<file path="src/rtl/word_collector_pkg.sv">
// Shared types and helpers for the word collector: FSM state encoding and
// the lane-validity mask used to zero-pad short frames.
package word_collector_pkg;

   typedef enum logic {
      FILL,
      HOLD
   } state_e;

   localparam int unsigned MAX_LANES = 64;

   // Bit i is set when lane i carries a real word of a frame of length len.
   function automatic logic [MAX_LANES-1:0] lane_mask(input int unsigned len);
      logic [MAX_LANES-1:0] mask;
      for (int unsigned i = 0; i < MAX_LANES; i++) begin
         mask[i] = (i < len);
      end
      return mask;
   endfunction

endpackage

</file>
<file path="src/rtl/word_collector.sv">
// Assembles M serial N-bit words into one frame on an unpacked-array port,
// with a fill bank that keeps accepting words while the output bank waits.
module word_collector
   import word_collector_pkg::*;
#(
   parameter int N  = 2,
   parameter int M  = 2,
   parameter int LW = $clog2(M + 1)
) (
   input  logic          clock,
   input  logic          reset_n,
   input  logic [N-1:0]  in_data,
   input  logic          in_valid,
   input  logic          in_last,
   output logic          in_ready,
   output logic [N-1:0]  q [M],
   output logic [LW-1:0] out_len,
   output logic          out_valid,
   input  logic          out_ready
);

   state_e        state_q, state_d;
   logic [LW-1:0] cnt_q, cnt_d;
   logic [LW-1:0] hold_len_q, hold_len_d;
   logic [LW-1:0] out_len_q, out_len_d;
   logic          out_valid_q, out_valid_d;
   logic [N-1:0]  fill_q [M];
   logic [N-1:0]  fill_d [M];
   logic [N-1:0]  q_q [M];
   logic [N-1:0]  q_d [M];

   logic          acc;
   logic          complete;
   logic          free;
   logic          xfer;
   logic          bypass;
   logic [LW-1:0] xfer_len;
   logic [M-1:0]  mask;

   assign in_ready = (state_q == FILL) && reset_n;
   assign acc      = in_valid && in_ready;
   assign complete = acc && ((cnt_q == LW'(M - 1)) || in_last);
   assign free     = !out_valid_q || out_ready;

   always_comb begin
      state_d    = state_q;
      cnt_d      = cnt_q;
      hold_len_d = hold_len_q;
      xfer       = 1'b0;
      bypass     = 1'b0;
      xfer_len   = (state_q == HOLD) ? hold_len_q : (cnt_q + LW'(1));
      case (state_q)
         FILL: begin
            if (acc) begin
               if (!complete) begin
                  cnt_d = cnt_q + LW'(1);
               end else if (free) begin
                  xfer   = 1'b1;
                  bypass = 1'b1;
                  cnt_d  = '0;
               end else begin
                  hold_len_d = cnt_q + LW'(1);
                  state_d    = HOLD;
               end
            end
         end
         HOLD: begin
            if (free) begin
               xfer    = 1'b1;
               cnt_d   = '0;
               state_d = FILL;
            end
         end
         default: state_d = FILL;
      endcase
   end

   // The completing word is taken straight from in_data so a frame reaches q
   // on the same edge its last word is accepted.
   always_comb begin
      mask   = M'(lane_mask(int'(xfer_len)));
      fill_d = fill_q;
      q_d    = q_q;
      for (int i = 0; i < M; i++) begin
         if (acc && (cnt_q == LW'(i))) begin
            fill_d[i] = in_data;
         end
         if (xfer) begin
            if (!mask[i]) begin
               q_d[i] = '0;
            end else if (bypass && (cnt_q == LW'(i))) begin
               q_d[i] = in_data;
            end else begin
               q_d[i] = fill_q[i];
            end
         end
      end
      out_len_d   = xfer ? xfer_len : out_len_q;
      out_valid_d = xfer ? 1'b1 : (out_valid_q && !out_ready);
   end

   always_ff @(posedge clock or negedge reset_n) begin
      if (!reset_n) begin
         state_q     <= FILL;
         cnt_q       <= '0;
         hold_len_q  <= '0;
         out_len_q   <= '0;
         out_valid_q <= 1'b0;
         for (int i = 0; i < M; i++) begin
            fill_q[i] <= '0;
            q_q[i]    <= '0;
         end
      end else begin
         state_q     <= state_d;
         cnt_q       <= cnt_d;
         hold_len_q  <= hold_len_d;
         out_len_q   <= out_len_d;
         out_valid_q <= out_valid_d;
         fill_q      <= fill_d;
         q_q         <= q_d;
      end
   end

   assign q         = q_q;
   assign out_len   = out_len_q;
   assign out_valid = out_valid_q;

endmodule

</file>
<file path="config.mk">
export PLATFORM = sky130hd
export DESIGN_NAME = word_collector
export DESIGN_NICKNAME = d
export VERILOG_FILES = /design/src/rtl/word_collector_pkg.sv /design/src/rtl/word_collector.sv
export SDC_FILE = /design/constraint.sdc
export NUM_CORES = 1
export LEC_CHECK = 0
export ABC_AREA = 1
export BUFFER_PORTS_ARGS = -buffer_cell sky130_fd_sc_hd__buf_4
export CAP_MARGIN = 15
export CORE_MARGIN = 5
export CORE_UTILIZATION = 56
export DETAILED_ROUTE_END_ITERATION = 8
export GPL_TIMING_DRIVEN = 0
export PLACE_DENSITY = 0.88
export SLEW_MARGIN = 10
export SYNTH_ARGS = -nofsm -noshare
export SYNTH_HDL_FRONTEND = slang
export SYNTH_SLANG_ARGS = --single-unit
</file>
<file path="constraint.sdc">
create_clock -name clock -period 3.24 [get_ports clock]
set_input_delay 0.81 -clock clock [delete_from_list [all_inputs] [get_ports clock]]
set_output_delay 0.81 -clock clock [all_outputs]
set_load 0.02 [all_outputs]
</file>
==> summary.md, run 1 <==
| Metric | Value |
|---|---|
| Clock Latency Late Sink | `0.28 ns` |
| Number of global-route vias before repair | `between 700 and 800` |
| CTS clock-pin slew for the worst setup and hold paths | `0.09 ns` |
| Hold_buf cts | `0` |
| CTS Root Cell | `clkbuf_4` |
| First-pass GRT wire length | `approximately 2.9 mm` |
| Worst ir drop on vdd | `roughly 0.36 mV` |
| GRT met3 Usage | `~2.2%` |
| Commonest cells after routing, fill and taps aside | `35 x nand2_1, 16 x inv_1, 16 x dfrtp_1` |
| Met1 usage | `22.1%` |
| WL/cell | `approximately 12 um` |
| Final hold violation count | `0` |
| Pwr Density | `776 nW/um^2` |
| Period utilization | `slightly below 70%` |
| Chip width | `48.3 um` |
| Resized cells post-CTS | `0` |
| Worst setup SP type | `primary input` |
| CTS tree | `yes` |
| H-tree Lvls | `1` |
| Rel. slew slack | `80.9%` |
| Most common cell after layout, fill and taps aside | `nand2_1` |
| Busiest grt layer | `met2` |
| 1st-iter DRT viols | `15` |
| Maximum buffer depth of the clock tree | `2` |
| Die ar. | `between 2000 and 2500 sq um` |
| Initial antenna violation count | `0` |
| Syn Nets | `115` |
| Setup bufs post-CTS | `0` |
| Placed instance area | `945 sq um` |
| Core area | `between 1000 and 1500 sq um` |
| Total grt overflow | `0` |
| CTS buffer count | `3` |
| Largest net degree at the start of global routing | `21` |
| Unrepaired setup endpoints after global routing | `no` |
| CP Class | `in -> out` |
| Cell leakage power | `0.550 nW` |
| GP Congestion | `around 0.79` |
| GRT Util Overall | `17.4%` |
| Post-Syn Area | `821 sq um` |
| Global routing usage on met2 | `28.4%` |
| Yosys cell types | `15` |
| Antenna Nets Post-Route | `0` |
| Final nets | `134` |
| CP endpoint kind | `output pin` |
| Post-route cell area | `981 sq um` |
| Area delta synth->final | `19.5%` |
| Syn_area_per_cell | `7.74 sq um` |
| Clk sinks | `16` |
| Max-cap violations | `0` |
| IO buf count | `14` |
| WP data arrival | `1.42 ns` |
| Min Tclk post-route | `~2.2 ns` |
| Skew final | `0.00393 ns` |
| Mapped Cells | `106` |
| Top-level I/O count | `15` |
| Ys Warns | `0` |
| Post-route insts no fill | `139` |
| Yosys top cell by area | `dfrtp_1` |
| DRC viols | `0` |
| Req. time, crit path | `2.43 ns` |
| Dpl cells | `about 140` |
| Worst slew pin tran | `0.286 ns` |
| Total wire length | `1.71 mm` |
| Layout cells sized above 1 | `around a fifth` |
| Top cells by area, synth | `dfrtp_1 49%, nand2_1 16%, inv_1 7.3%` |
| Starting Density | `60.8%` |
| Flops & latches, synth | `16` |
| Die Y | `48.3 um` |
| Rows | `13` |
| Via density | `5.21` |
| Max-slew violations | `0` |
| Maximum clock rate | `449 MHz` |
| Sequential fraction of the synthesis area | `48.8%` |
| Final setup vio count | `0` |
| Hold WC Path Type | `in -> async` |
| Status | `finished clean` |
| Worst-path fanout max | `20` |
| Pre-antenna DRT Iters | `4` |
| Vias | `approximately 720` |
| Sum Neg Setup Slack | `0 ns` |
| Top cell type's share of synthesized area | `48.8%` |
| Post-detail-place hpwl | `1.27 mm` |
| ANT cells | `0` |
-- Yosys cell counts (all sizes together) --
cell and count:
nand4 3, nand3 6, o21ai 11, nand2 36, nor2 11, a21oi 2, inv 17, o21bai 2
dfrtp 16, ha 2
-- stage by stage --
step                setup slack, ns  hold slack, ns  util, %  power [mW]
global route                  0.933           0.392     72.7       0.824
CTS                           0.999           0.393     72.7       0.764
finish                         1.01           0.384     72.7       0.761
detailed placement            0.994           0.467     70.0       0.633
global placement               1.02           0.457     70.0       0.616
floorplan                      1.29           0.442        -       0.519
-- routing by layer --
layer | share of wire, % | wire length, um
met3 | 6.3 | 108
met1 | 44 | 747
met4 | 1.8 | 31
met2 | 48 | 822
met5 | 0 | 0
-- area by class of cell --
cell class / instances / area (sq um)
multi-input cells: 73 / 354
clock buffers: 4 / 36.3
inverters: 17 / 66.3
fillers: 105 / 369
repair buffers: 14 / 105
flip-flops and latches: 16 / 400
well taps: 15 / 18.8
-- logic make-up after synthesis --
family                     share of synthesized area, %
AOI/OAI and AO/OA                                  10.2
adders and majority gates                          3.05
buffers and inverters                              8.08
DFF                                                48.8
and+or+nand+nor                                    29.9
-- where the power goes --
part / switching, mW / internal, mW / total (mW)
logic: 0.192 / 0.122 / 0.314
clock network: 0.0608 / 0.0683 / 0.129
registers: 0.0419 / 0.276 / 0.318
-- state kept, by name, summed over array words and instances, names as in the netlist --
| name | cells |
|---|---|
| cnt_q | 2 |
| state_q | 1 |
| q | 4 |
| out_len | 2 |
| out_valid | 1 |
| hold_len_q | 2 |
| fill_q | 4 |
-- worst paths after layout --
check	cells after the start	from	slack [ns]	end
hold reg to reg	2	q[3]	0.49	q[3]
hold / removal	1	reset_n	0.38	hold_len_q[1]
setup reg to reg	8	cnt_q[0]	1.62	q[2]
max in group asynchronous	1	reset_n	2.64	fill_q[3]
setup / recovery	4	reset_n	1.01	in_ready
min in group clock	2	q[3]	0.49	q[3]
-- worst max-delay path, stage by stage --
cell and delay (ns):
buf_4 0.24, inv_1 0.06, nor2_1 0.13, buf_4 0.16
(Power assumes the default switching activity.)
==> inputs of run 2 (changes only) <==
CORE_UTILIZATION = 47   (was 56)
PLACE_DENSITY = 0.8   (was 0.88)
clock period = 2 ns   (was 3.24 ns; I/O delays follow)
==> summary.md, run 2 (synthesis gave the netlist of run 1 again) <==
| Metric | Value |
|---|---|
| Max-cap violations | `0 (unchanged)` |
| Final setup vio count | `0 (unchanged)` |
| Setup bufs post-CTS | `0 (unchanged)` |
| Via density | `4.96 (-4.8%)` |
| Rel. slew slack | `79.5% (-1.4 points)` |
| Clock Latency Late Sink | `0.29 ns (about the same)` |
| Maximum buffer depth of the clock tree | `2 (unchanged)` |
| Final WS setup | `0.384 ns (-0.628 ns)` |
| Rows | `15 (+2)` |
| Status | `finished clean` |
| Area delta synth->final | `19.8%` |
| Worst ir drop on vdd | `0.594 mV (+63%)` |
| Starting Density | `48.6% (-12 points)` |
| Commonest cells after routing, fill and taps aside | `35 x nand2_1, 16 x inv_1, 16 x dfrtp_1` |
| CP endpoint kind | `output pin` |
| GRT Util Overall | `14.2% (-3.3 points)` |
| CTS buffer count | `3 (unchanged)` |
| Min Tclk post-route | `~1.6 ns` |
| Reg2Reg Setup Slack | `0.41 ns (-1.21 ns)` |
| Initial antenna violation count | `0 (unchanged)` |
| First-pass GRT wire length | `2.82 mm (-1.4%)` |
| Die ar. | `2680 sq um (+15%)` |
| Vias | `699 (-3.5%)` |
| Total grt overflow | `0 (unchanged)` |
| Req. time, crit path | `1.50 ns (-0.93 ns)` |
| Final nets | `134 (unchanged)` |
| Max-slew violations | `0 (unchanged)` |
| CTS clock-pin slew for the worst setup and hold paths | `0.09 ns (about the same)` |
| Maximum clock rate | `approximately 620 MHz` |
| Post-route cell area | `983 sq um (+0.26%)` |
| Clk sinks | `16 (unchanged)` |
| Largest net degree at the start of global routing | `21 (unchanged)` |
| Most common cell after layout, fill and taps aside | `nand2_1` |
| Hold WC Path Type | `in -> async` |
| Post-detail-place hpwl | `1.24 mm (-2.1%)` |
| Pwr Density | `1250 nW/um^2 (+61%)` |
| CTS Root Cell | `clkbuf_4` |
| Top-level I/O count | `15 (unchanged)` |
| R2R depth | `8 (unchanged)` |
| Worst-path fanout max | `7 (-65%)` |
| Unrepaired setup endpoints after global routing | `no` |
| Period utilization | `80.8%` |
| Layout cells sized above 1 | `19.4% (unchanged)` |
| Total wire length | `1.62 mm (-5.3%)` |
| Pre-CTS WS | `0.387 ns (-0.606 ns)` |
| Die Y | `51.8 um (+7.3%)` |
| Number of global-route vias before repair | `650 (-8.5%)` |
| Reg-to-reg endpoint | `q[2]` |
| Final hold violation count | `0 (unchanged)` |
| Skew final | `0.00252 ns (-0.00141 ns)` |
| Critical Path Source | `state_q` |
| Resized cells post-CTS | `0 (unchanged)` |
| Worst setup SP type | `flop` |
| GP Congestion | `0.771 (-2.0%)` |
| WP data arrival | `1.12 ns (-0.30 ns)` |
| 1st-iter DRT viols | `19 (+4)` |
| CTS tree | `yes` |
| Placed instance area | `947 sq um (+0.26%)` |
| ANT cells | `0 (unchanged)` |
| Reg2reg start | `cnt_q[0]` |
| Sum Neg Setup Slack | `0 ns (unchanged)` |
| Hold_buf cts | `0 (unchanged)` |
| Antenna Nets Post-Route | `0 (unchanged)` |
| H-tree Lvls | `1 (unchanged)` |
| DRC viols | `0 (unchanged)` |
| Cell leakage power | `0.550 nW (unchanged)` |
| Core area | `1690 sq um (+25%)` |
| Chip width | `51.8 um (+7.3%)` |
| CP Class | `reg -> out` |
| Pre-antenna DRT Iters | `4 (unchanged)` |
| WL/cell | `11.5 um (-6.6%)` |
| Dpl cells | `137 (+1.5%)` |
| IO buf count | `14 (unchanged)` |
| Worst slew pin tran | `0.307 ns (+0.0210 ns)` |
| Post-route insts no fill | `141 (+1.4%)` |
==> run 2: how the worst max path moves through the flow <==
| stage | end | cells after the start |
|---|---|---|
| after floorplan | q[2] | 8 |
| after global placement | in_ready | 4 |
| after detailed placement | in_ready | 4 |
| after CTS | in_ready | 4 |
| after global routing | in_ready | 4 |
| final | in_ready | 2 |
==> run 2: worst max-delay path: stages, from the launching register on <==
cell and delay (ns):
dfrtp_1 0.48, nor2_1 0.18, buf_4 0.17
==> run 2: final cells by class <==
type | count | area, sq um
multi-input cells | 73 | 354
clock buffers | 4 | 36.3
well taps | 17 | 21.3
fillers | 151 | 706
repair buffers | 14 | 105
flip-flops and latches | 16 | 400
inverters | 17 | 66.3
==> run 2: metrics by stage <==
stage	total power, mW	utilization (%)	hold WS (ns)
final	1.23	58.2	0.0669
after floorplan	0.842	-	0.204
after CTS	1.23	58.2	0.0738
after global routing	1.32	58.2	0.0827
after global placement	0.999	56.1	0.386
after detailed placement	1.02	56.1	0.389
==> run 2: power by group <==
part	total (mW)	switching (mW)	internal, mW
Sequential	0.510	0.0630	0.447
Clock	0.216	0.105	0.111
Combinational	0.501	0.304	0.197
Total	1.23	0.471	0.755
==> run 2: routing by layer <==
metal  part of all wire (%)  track usage (%)  vias up  wire (um)
met5                      0                0        -          0
met4                    2.6             7.86        0         42
met3                    4.0             2.58        5         65
met2                     46             22.0       14        741
met1                     48             18.5      313        770
li1                       -                -      367          -
